`src/rtl/qupls4_cmp_arb_pkg.sv`:
```
// Shared types for the qupls4 compare arbiter: compare opcodes, condition-byte
// bit positions and the S1/S2 pipeline stage records.
package qupls4_cmp_arb_pkg;

  localparam int CMP_WID  = 64;
  localparam int CMP_TAGW = 8;
  localparam int PORTW    = 3;

  typedef enum logic [1:0] {
    CMP   = 2'd0,
    CMPU  = 2'd1,
    CMPI  = 2'd2,
    CMPUI = 2'd3
  } cmp_op_e;

  localparam int CB_EQ = 0;
  localparam int CB_NE = 1;
  localparam int CB_LT = 2;
  localparam int CB_LE = 3;
  localparam int CB_GT = 4;
  localparam int CB_GE = 5;

  // S1 keeps only the second operand actually used: b for register forms, i for immediates.
  typedef struct packed {
    cmp_op_e               op;
    logic [CMP_WID-1:0]    a;
    logic [CMP_WID-1:0]    b;
    logic [CMP_TAGW-1:0]   tag;
    logic [PORTW-1:0]      port;
  } s1_t;

  typedef struct packed {
    logic [7:0]            cb;
    logic [CMP_TAGW-1:0]   tag;
    logic [PORTW-1:0]      port;
  } s2_t;

  function automatic logic is_unsigned_op(cmp_op_e op);
    return (op == CMPU) || (op == CMPUI);
  endfunction

  function automatic logic is_imm_op(cmp_op_e op);
    return (op == CMPI) || (op == CMPUI);
  endfunction

endpackage

```
`src/rtl/qupls4_rr_pick.sv`:
```
// Combinational round-robin picker: searches req starting one past ptr and
// returns the first hit as a one-hot grant (gated by en) and its index.
module qupls4_rr_pick #(
  parameter int N  = 4,
  parameter int IW = (N > 1) ? $clog2(N) : 1
) (
  input  logic [N-1:0]  req,
  input  logic [IW-1:0] ptr,
  input  logic          en,
  output logic [N-1:0]  grant,
  output logic [IW-1:0] idx
);

  logic          found;
  logic [IW-1:0] j;

  always_comb begin
    grant = '0;
    idx   = '0;
    found = 1'b0;
    j     = '0;
    for (int k = 1; k <= N; k++) begin
      j = IW'((int'(ptr) + k) % N);
      if (!found && req[j]) begin
        found = 1'b1;
        idx   = j;
      end
    end
    if (en && found) grant[idx] = 1'b1;
  end

endmodule

```
`src/rtl/qupls4_cmp_arb.sv`:
```
// Shared integer compare unit: round-robin arbitration over NREQ issue ports,
// two-stage pipeline, condition-byte result. Optional QUPLS4_CMP_ARB_PERF_EN adds counters.
module qupls4_cmp_arb
  import qupls4_cmp_arb_pkg::*;
#(
  parameter int WID  = CMP_WID,
  parameter int NREQ = 4,
  parameter int TAGW = CMP_TAGW
) (
  input  logic                 clk,
  input  logic                 rst,
  input  logic                 flush,
  input  logic [NREQ-1:0]      req_valid,
  output logic [NREQ-1:0]      req_ready,
  input  logic [NREQ*2-1:0]    req_op,
  input  logic [NREQ*WID-1:0]  req_a,
  input  logic [NREQ*WID-1:0]  req_b,
  input  logic [NREQ*WID-1:0]  req_i,
  input  logic [NREQ*TAGW-1:0] req_tag,
  output logic                 res_valid,
  input  logic                 res_ready,
  output logic [7:0]           res_cb,
  output logic [TAGW-1:0]      res_tag,
  output logic [2:0]           res_port
`ifdef QUPLS4_CMP_ARB_PERF_EN
  ,
  output logic [31:0]          perf_grants,
  output logic [31:0]          perf_stalls
`endif
);

  localparam int PW = (NREQ > 1) ? $clog2(NREQ) : 1;

  // Handshakes: a transfer happens in any cycle where valid and ready are both high;
  // ready never depends on anything but pipeline room, flush/rst and the pick.
  logic          s1_v, s2_v;
  s1_t           s1_q, s1_d;
  s2_t           s2_q;
  logic [PW-1:0] ptr;
  logic          s1_take, s2_take, pick_en, hs;
  logic [NREQ-1:0] grant;
  logic [PW-1:0] gidx;

  assign s2_take = s1_v & (~s2_v | res_ready);
  assign s1_take = ~s1_v | s2_take;
  assign pick_en = s1_take & ~flush & ~rst;

  qupls4_rr_pick #(
    .N  (NREQ),
    .IW (PW)
  ) u_pick (
    .req   (req_valid),
    .ptr   (ptr),
    .en    (pick_en),
    .grant (grant),
    .idx   (gidx)
  );

  assign req_ready = grant;
  assign hs        = |grant;

  // Operand capture for the granted port.
  cmp_op_e         sel_op;
  logic [WID-1:0]  sel_a, sel_b, sel_i;
  logic [TAGW-1:0] sel_tag;

  always_comb begin
    sel_op  = cmp_op_e'(req_op[int'(gidx)*2 +: 2]);
    sel_a   = req_a[int'(gidx)*WID +: WID];
    sel_b   = req_b[int'(gidx)*WID +: WID];
    sel_i   = req_i[int'(gidx)*WID +: WID];
    sel_tag = req_tag[int'(gidx)*TAGW +: TAGW];
    s1_d      = '0;
    s1_d.op   = sel_op;
    s1_d.a    = sel_a;
    s1_d.b    = is_imm_op(sel_op) ? sel_i : sel_b;
    s1_d.tag  = sel_tag;
    s1_d.port = PORTW'(gidx);
  end

  // Comparator is purely combinational off the S1 register.
  logic       c_uns, c_eq, c_lt;
  logic [7:0] cb;

  always_comb begin
    c_uns = is_unsigned_op(s1_q.op);
    c_eq  = (s1_q.a == s1_q.b);
    c_lt  = c_uns ? (s1_q.a < s1_q.b) : ($signed(s1_q.a) < $signed(s1_q.b));
    cb        = '0;
    cb[CB_EQ] = c_eq;
    cb[CB_NE] = ~c_eq;
    cb[CB_LT] = c_lt;
    cb[CB_LE] = c_lt | c_eq;
    cb[CB_GT] = ~(c_lt | c_eq);
    cb[CB_GE] = ~c_lt;
  end

  always_ff @(posedge clk) begin
    if (rst) begin
      s1_v <= 1'b0;
      s1_q <= '0;
      s2_v <= 1'b0;
      s2_q <= '0;
      ptr  <= PW'(NREQ - 1);
    end else begin
      if (hs) begin
        s1_q <= s1_d;
        ptr  <= gidx;
      end
      if (flush)        s1_v <= 1'b0;
      else if (s1_take) s1_v <= hs;

      if (s2_take) s2_q <= '{cb: cb, tag: s1_q.tag, port: s1_q.port};
      // A result handshaken during flush is already delivered, so clearing is safe.
      if (flush)          s2_v <= 1'b0;
      else if (s2_take)   s2_v <= 1'b1;
      else if (res_ready) s2_v <= 1'b0;
    end
  end

  assign res_valid = s2_v;
  assign res_cb    = s2_q.cb;
  assign res_tag   = s2_q.tag;
  assign res_port  = s2_q.port;

`ifdef QUPLS4_CMP_ARB_PERF_EN
  always_ff @(posedge clk) begin
    if (rst) begin
      perf_grants <= '0;
      perf_stalls <= '0;
    end else begin
      if (hs)                 perf_grants <= perf_grants + 32'd1;
      if (s2_v & ~res_ready)  perf_stalls <= perf_stalls + 32'd1;
    end
  end
`endif

endmodule
```
`config.mk`:
```
export PLATFORM = sky130hd
export DESIGN_NAME = qupls4_cmp_arb
export DESIGN_NICKNAME = d
export VERILOG_FILES = /design/src/rtl/qupls4_cmp_arb_pkg.sv /design/src/rtl/qupls4_rr_pick.sv /design/src/rtl/qupls4_cmp_arb.sv
export SDC_FILE = /design/constraint.sdc
export NUM_CORES = 1
export LEC_CHECK = 0
export CORE_AREA = 5 5 320 322
export CTS_CLUSTER_SIZE = 40
export DETAILED_ROUTE_END_ITERATION = 16
export DIE_AREA = 0 0 325 327
export HOLD_SLACK_MARGIN = 0.12
export PLACE_DENSITY_LB_ADDON = 0.1
export REMOVE_ABC_BUFFERS = 1
export SYNTH_ARGS = -nofsm -noshare
export SYNTH_HDL_FRONTEND = slang
export SYNTH_SLANG_ARGS = --single-unit
export TNS_END_PERCENT = 50
```
`constraint.sdc`:
```
create_clock -name clk -period 3.55 [get_ports clk]
set_input_delay 0.71 -clock clk [delete_from_list [all_inputs] [get_ports clk]]
set_output_delay 0.71 -clock clk [all_outputs]
set_load 0.1 [all_outputs]
```
== Word-level counts from Yosys, hierarchy flattened ==
Cells that the tools add are included.

* Flip-flop bits (word level): 160
* Bits of input ports: 816
* Output and inout bits: 24
* Logic and storage cells: 82

* Add/sub/neg operators: 4
* Magnitude comparators: 8
* Eq/ne operators: 5
* Shifts and indexed selects: 5
* Mux-type cells: 23
* Bitwise logic cells: 13
* Reduce and logical (&&, ||, !) cells: 13

{| class="wikitable"
|+ Operators with widths
! kind !! count
|-
| variable part select 256 x 9 -> 64 bit || 3
|-
| less-than comparator 64 bit || 2
|-
| == test 64 bit || 1
|-
| 2-to-1 mux 64 bit || 1
|-
| variable part select 32 x 6 -> 8 bit || 1
|-
| less-than comparator 2 x 3 -> 1 bit, second input constant || 5
|-
| 2-to-1 mux 1 bit || 12
|-
| binary-select mux 1 bit (select 2 bit) || 4
|-
| 2-to-1 mux 2 bit || 4
|-
| variable part select 8 x 4 -> 2 bit || 1
|-
| inverter 1 bit || 7
|-
| == test 2 bit, second input constant || 3
|-
| logical AND 1 bit || 5
|-
| adder 2 x 1 -> 2 bit, second input constant || 2
|-
| adder 2 bit, second input constant || 2
|-
| 2-to-1 mux 4 bit || 1
|-
| OR reduction 4 bit || 1
|-
| AND 1 bit || 3
|-
| zero test 1 bit || 3
|-
| bitwise OR 1 bit || 3
|-
| demux 1 bit (select 2 bit) || 1
|-
| == test 2 x 1 -> 1 bit, second input constant || 1
|-
| greater-or-equal comparator 2 x 1 -> 1 bit, second input constant || 1
|-
| logical OR 1 bit || 2
|-
| other kinds (2) || 2
|}

== Longest topological paths before layout ==
* Word-level depth: 19
* Gate-level depth with buffers: 10
* Gate-level depth less buffers: 9

== Hierarchy ==
A second synthesis with hierarchy kept.

* Cells, all modules: 1,212
* Area total of the unflattened synthesis: 12,707.2 um2

{| class="wikitable"
|+ By module, submodules not included
! module !! instances !! cells an instance !! area an instance (um2)
|-
| qupls4_cmp_arb || 1 || 1,194 || 12,554.5
|-
| qupls4_rr_pick || 1 || 18 || 152.6
|}

== Least setup slack after synthesis ==
Ideal clock, no wire load.

* Kind: register -> output
* Start: register s2_v, in the netlist res_valid
* End: output port req_ready[1]
* Arrival: 4,254 ps
* Data required time: 2,840 ps
* Setup slack: -1,414 ps
* Cell stages (with the launch flop): 8
* Cells stage by stage: dfxtp_1 nor2b_1 nand2_1 or4b_2 clkbuf_1 clkbuf_1 clkbuf_1 nor3_1

* Longest elaborated chain between the ends: 8

{| class="wikitable"
|+ Ends and longest elaborated chain
! element !! RTL line !! text
|-
| start, declared || qupls4_cmp_arb.sv:36 || <nowiki>logic s1_v, s2_v;</nowiki>
|-
| start signal, assigned || qupls4_cmp_arb.sv:102 || <nowiki>s2_v <= 1'b0;</nowiki>
|-
| start signal, assigned || qupls4_cmp_arb.sv:115 || <nowiki>if (flush) s2_v <= 1'b0;</nowiki>
|-
| start signal, assigned || qupls4_cmp_arb.sv:116 || <nowiki>else if (s2_take) s2_v <= 1'b1;</nowiki>
|-
| inverter 1 bit || qupls4_cmp_arb.sv:44 || <nowiki>assign s2_take = s1_v & (~s2_v | res_ready);</nowiki>
|-
| bitwise OR 1 bit || qupls4_cmp_arb.sv:44 ||
|-
| AND 1 bit || qupls4_cmp_arb.sv:44 ||
|-
| bitwise OR 1 bit || qupls4_cmp_arb.sv:45 || <nowiki>assign s1_take = ~s1_v | s2_take;</nowiki>
|-
| AND 1 bit (2 in series) || qupls4_cmp_arb.sv:46 || <nowiki>assign pick_en = s1_take & ~flush & ~rst;</nowiki>
|-
| logical AND 1 bit || qupls4_rr_pick.sv:29 || <nowiki>if (en && found) grant[idx] = 1'b1;</nowiki>
|-
| 2-to-1 mux 4 bit || qupls4_rr_pick.sv:29 ||
|-
| end, declared || qupls4_cmp_arb.sv:14 || <nowiki>output logic [NREQ-1:0] req_ready,</nowiki>
|}

Every way passes these cells.

== Final worst setup path ==
* Start: input port req_valid[2]
* End: output port req_ready[1]

* Longest elaborated chain between the ends: 17

{| class="wikitable"
|+ Ends and longest elaborated chain
! element !! RTL line !! text
|-
| start, declared || qupls4_cmp_arb.sv:13 || <nowiki>input logic [NREQ-1:0] req_valid,</nowiki>
|-
| binary-select mux 1 bit (select 2 bit) || qupls4_rr_pick.sv:24 || <nowiki>if (!found && req[j]) begin</nowiki>
|-
| 2-to-1 mux 1 bit (not written as such) || qupls4_rr_pick.sv:24 ||
|-
| 2-to-1 mux 1 bit || qupls4_rr_pick.sv:24 ||
|-
| zero test 1 bit || qupls4_rr_pick.sv:24 ||
|-
| logical AND 1 bit || qupls4_rr_pick.sv:24 ||
|-
| 2-to-1 mux 1 bit || qupls4_rr_pick.sv:24 ||
|-
| zero test 1 bit || qupls4_rr_pick.sv:24 ||
|-
| logical AND 1 bit || qupls4_rr_pick.sv:24 ||
|-
| 2-to-1 mux 1 bit || qupls4_rr_pick.sv:24 ||
|-
| zero test 1 bit || qupls4_rr_pick.sv:24 ||
|-
| logical AND 1 bit || qupls4_rr_pick.sv:24 ||
|-
| 2-to-1 mux 2 bit || qupls4_rr_pick.sv:24 ||
|-
| less-than comparator 2 x 3 -> 1 bit (not written as such) or greater-or-equal comparator 2 x 1 -> 1 bit (tied branches) || qupls4_rr_pick.sv:29 ||
|-
| logical AND 1 bit (not written as such) || qupls4_rr_pick.sv:29 ||
|-
| 2-to-1 mux 1 bit (not written as such) || qupls4_rr_pick.sv:29 ||
|-
| demux 1 bit (select 2 bit) || - ||
|-
| 2-to-1 mux 4 bit * || qupls4_rr_pick.sv:29 ||
|}

Every way passes the cells marked *; elsewhere a longest branch is shown, timed or not. The select of a mux whose other input is x is not followed.

==> flow_metrics.py <==
metrics = {
    "global_routing": {
        "grt_pass1_vias": 18330,
        "grt-ovfl-total": 0,
        "grt_util_all_layers_pct": 14.67,
        "antenna_found_initial": 16,
        "grt_max_degree": 80,
        "grt_pass1_wl_um": 118600,
    },
    "pwr": {
        "internal_power_mw": 4.560,
        "irDropWorstVdd_v": 0.0001823,
        "pwr-share-clk_pct": 26.0,
        "swShare_pct": 37.53,
        "switchingPower_mw": 2.739,
        "p_per_area_nw_per_um2": 296.0,
        "p_leak_nw": 8.814,
        "seq_power_share_pct": 27.0,
        "combPwrFrac_pct": 47.0,
    },
    "logic_synthesis": {
        "synth-main-ff-cell": "dfxtp_1",
        "yosys-mux-area-fraction_pct": 0.2210,
        "synthSimpleGateAreaFrac_pct": 26.34,
        "yosysSeqAreaShare_pct": 23.43,
        "synth_edf_count": 0,
        "synth_compound_area_share_pct": 36.10,
        "synth_cells": 1959,
        "synth_top_family_by_area": "compound AO/OA/AOI/OAI gates",
        "synth_cell_types": 46,
        "synth_xor_area_share_pct": 0,
        "synthArstFlopShare_pct": 0,
        "syn_area_um2": 13590,
        "synth_fa_ha_area_share_pct": 5.893,
        "ys_warn_count": 0,
        "synth-seq-cells": 159,
        "avgSynthCellArea_um2": 6.936,
    },
    "floorplanning": {
        "die_area_um2": 106300,
        "pin_count": 840,
        "die_h_um": 327,
        "rows": 116,
        "die_w_um": 325,
        "initial_core_util_pct": 13.69,
        "core_area_um2": 99280,
    },
    "clock_tree": {
        "cts-root-buf": "clkbuf_16",
        "cts_tree": "built",
        "post_cts_buffers": 0,
        "cts_buffer_depth": 2,
        "cts_sinks": 159,
        "path_clk_slew_ns": 0.07,
        "htreeDepth": 4,
        "cts_buffers": 17,
        "clock_latency_ns": 0.48,
    },
    "layout": {
        "fin_util_pct": 24.84,
        "fillerInstances": 10930,
        "seqCellArea_um2": 3183,
        "final_nets": 3618,
        "multi_input_area_um2": 9383,
        "drive_above_1_share_pct": 6.725,
        "layout.cells.non_filler": 4065,
        "area_growth_pct": 81.45,
        "fin_area_um2": 24660,
    },
    "setup_path": {
        "worstSetupPathType": "in2out",
        "critPathLaunchType": "input pin",
        "worstPathMaxFanout": 5,
        "cp.required_ns": 2.84,
        "crit_path_end_kind": "output pin",
        "arrival_ns": 2.66,
    },
    "sta": {
        "final-hold-violation-count": 0,
        "setup_violations": 0,
        "rsz0062_at_grt": "false",
        "fmax_ghz": 0.2967,
        "fin_crit_ns": 3.370,
        "min_period_over_period_pct": 94.94,
        "fin_worst_skew_ns": 0.01556,
        "max_slew_margin_pct": 30.53,
        "report.final.slew_viol_count": 0,
        "worst_pin_slew_ns": 1.039,
    },
    "detailed_routing": {
        "drc": 0,
        "dr.pass1.iters": 5,
        "viasPerCell": 4.299,
        "first_iter_violations": 796,
        "post_drt_wl_per_cell_um": 20.13,
        "routed_wl_um": 81830,
        "dr_total_vias": 17470,
        "antenna_left": 0,
    },
    "place": {
        "dp_hpwl_um": 66720,
        "place_inst": 4017,
        "place_area_um2": 24020,
        "gp_congestion": 0.8044,
        "port_buffers": 836,
    },
    "status": {
        "status": "finished clean",
    },
    "flow_run": {
        "cap_viol_max_count": 0,
    },
    "hold_path": {
        "hold_path.class": "reg2reg",
    },
}
==> layer usage <==
metal | up-vias | track usage, % | routed length (um)
met5 | - | 0 | 0
met4 | 0 | 4.890 | 1983
met3 | 71 | 3.062 | 3768
met2 | 496 | 27.11 | 42850
met1 | 8172 | 16.81 | 33230
li1 | 8735 | - | -
==> power by group through the flow <==
stage	Sequential (mW)	Clock [mW]	Combinational, mW
2_1_floorplan	2.06	0	1.85
3_3_place_gp	2.01	0	3.48
3_5_place_dp	2.01	0	3.49
4_1_cts	1.97	2.01	3.51
5_1_grt	1.99	2.08	3.78
6_report	1.97	1.90	3.43
==> through the flow <==
stage | setup slack (ns) | setup TNS, ns | total power [mW] | hold WS, ns
after floorplan | -14.46 | -1773.33 | 3.905 | 0.4260
after global placement | -0.1191 | -0.5607 | 5.496 | 0.4343
after detailed placement | -0.08787 | -0.3111 | 5.505 | 0.4466
after CTS | 0.05746 | 0 | 7.492 | 0.4569
after global routing | 0.01321 | 0 | 7.853 | 0.4865
final | 0.1797 | 0 | 7.299 | 0.4505
==> sequential cells by signal (all words and copies together) (netlist names) <==
register	cells
ptr	2
res_cb	6
res_port	2
res_tag	8
res_valid	1
s1_q	139
s1_v	1
==> area by class of cell <==
type	count	share of cell area, %
Antenna cell	16	0.1624
Clock inverter	15	0.6749
Multi-Input combinational cell	1536	38.05
Clock buffer	17	1.725
Timing Repair Buffer	960	38.91
Inverter	64	0.9743
Sequential cell	159	12.91
Tap cell	1298	6.587
==> worst paths after layout <==
check / from / endpoint / slack [ns] / depth (start not counted)
setup / recovery: req_valid[2] / req_ready[1] / 0.18 / 6
hold / removal: s1_q[1] / res_port[1] / 0.45 / 2
setup reg to reg: s1_q[70] / res_cb[2] / 0.73 / 10
hold reg to reg: s1_q[1] / res_port[1] / 0.45 / 2
==> Yosys cell counts (2+ instances only) <==
cell type	count	area share [%]
nand4_1	8	0.37
and3_1	2	0.092
buf_4	3	0.17
buf_6	6	0.50
buf_2	25	0.92
inv_1	64	1.8
o21ai_0	12	0.44
ha_1	64	5.9
nand3_1	13	0.48
or3_1	2	0.092
a21oi_1	115	4.2
nor3_1	9	0.33
a31oi_1	65	3.0
a311oi_1	137	8.8
a21o_1	5	0.28
o221a_2	2	0.17
nor2b_1	5	0.23
buf_1	14	0.39
o211ai_1	2	0.11
and4_1	3	0.19
a211oi_1	331	18
nor2_1	89	2.5
mux2i_1	3	0.22
a221oi_1	3	0.19
nor4_1	4	0.18
dfxtp_1	159	23
and2_1	201	9.3
clkbuf_1	154	4.3
nand2b_1	3	0.14
nand2_1	440	12
==> cell families (layout without fill, tap and decap cells) <==
logic type	count (synthesis)	in the layout
AOI/OAI and AO/OA	681	681
adders and majority gates	64	64
buffers and inverters	266	1056
DFF	159	159
muxes	3	3
other	1	19
and+or+nand+nor	785	785
==> worst max-delay path: stages <==
cell	delay, ns
clkdlybuf4s50_1	0.64
nor4_1	0.16
or4b_4	0.60
nor3_1	0.22
buf_4	0.15
buf_12	0.16
==> layout by cell type, fill, tap and decap left out, types with 9 or more instances in the layout <==
cell             Yosys  layout
a21oi_1            115     115
buf_4                3     115
inv_1               64      64
nor3_1               9       9
clkbuf_16            0      17
dfxtp_1            159     159
nor2_1              89      89
and2_1             201     201
buf_12               0      27
clkdlybuf4s50_1      0     816
nand3_1             13      13
a31oi_1             65      65
ha_1                64      64
o21ai_0             12      12
diode_2              0      16
a311oi_1           137     137
nand2_1            440     440
a211oi_1           331     331
==> what timing repair did <==
item / in CTS / in global routing
resized for setup: 0 / 1
endpoints found under the setup margin: 0 / 1
endpoints found under the hold margin: 0 / 0
hold buffers: 0 / 0
(Power assumes the default switching activity.)
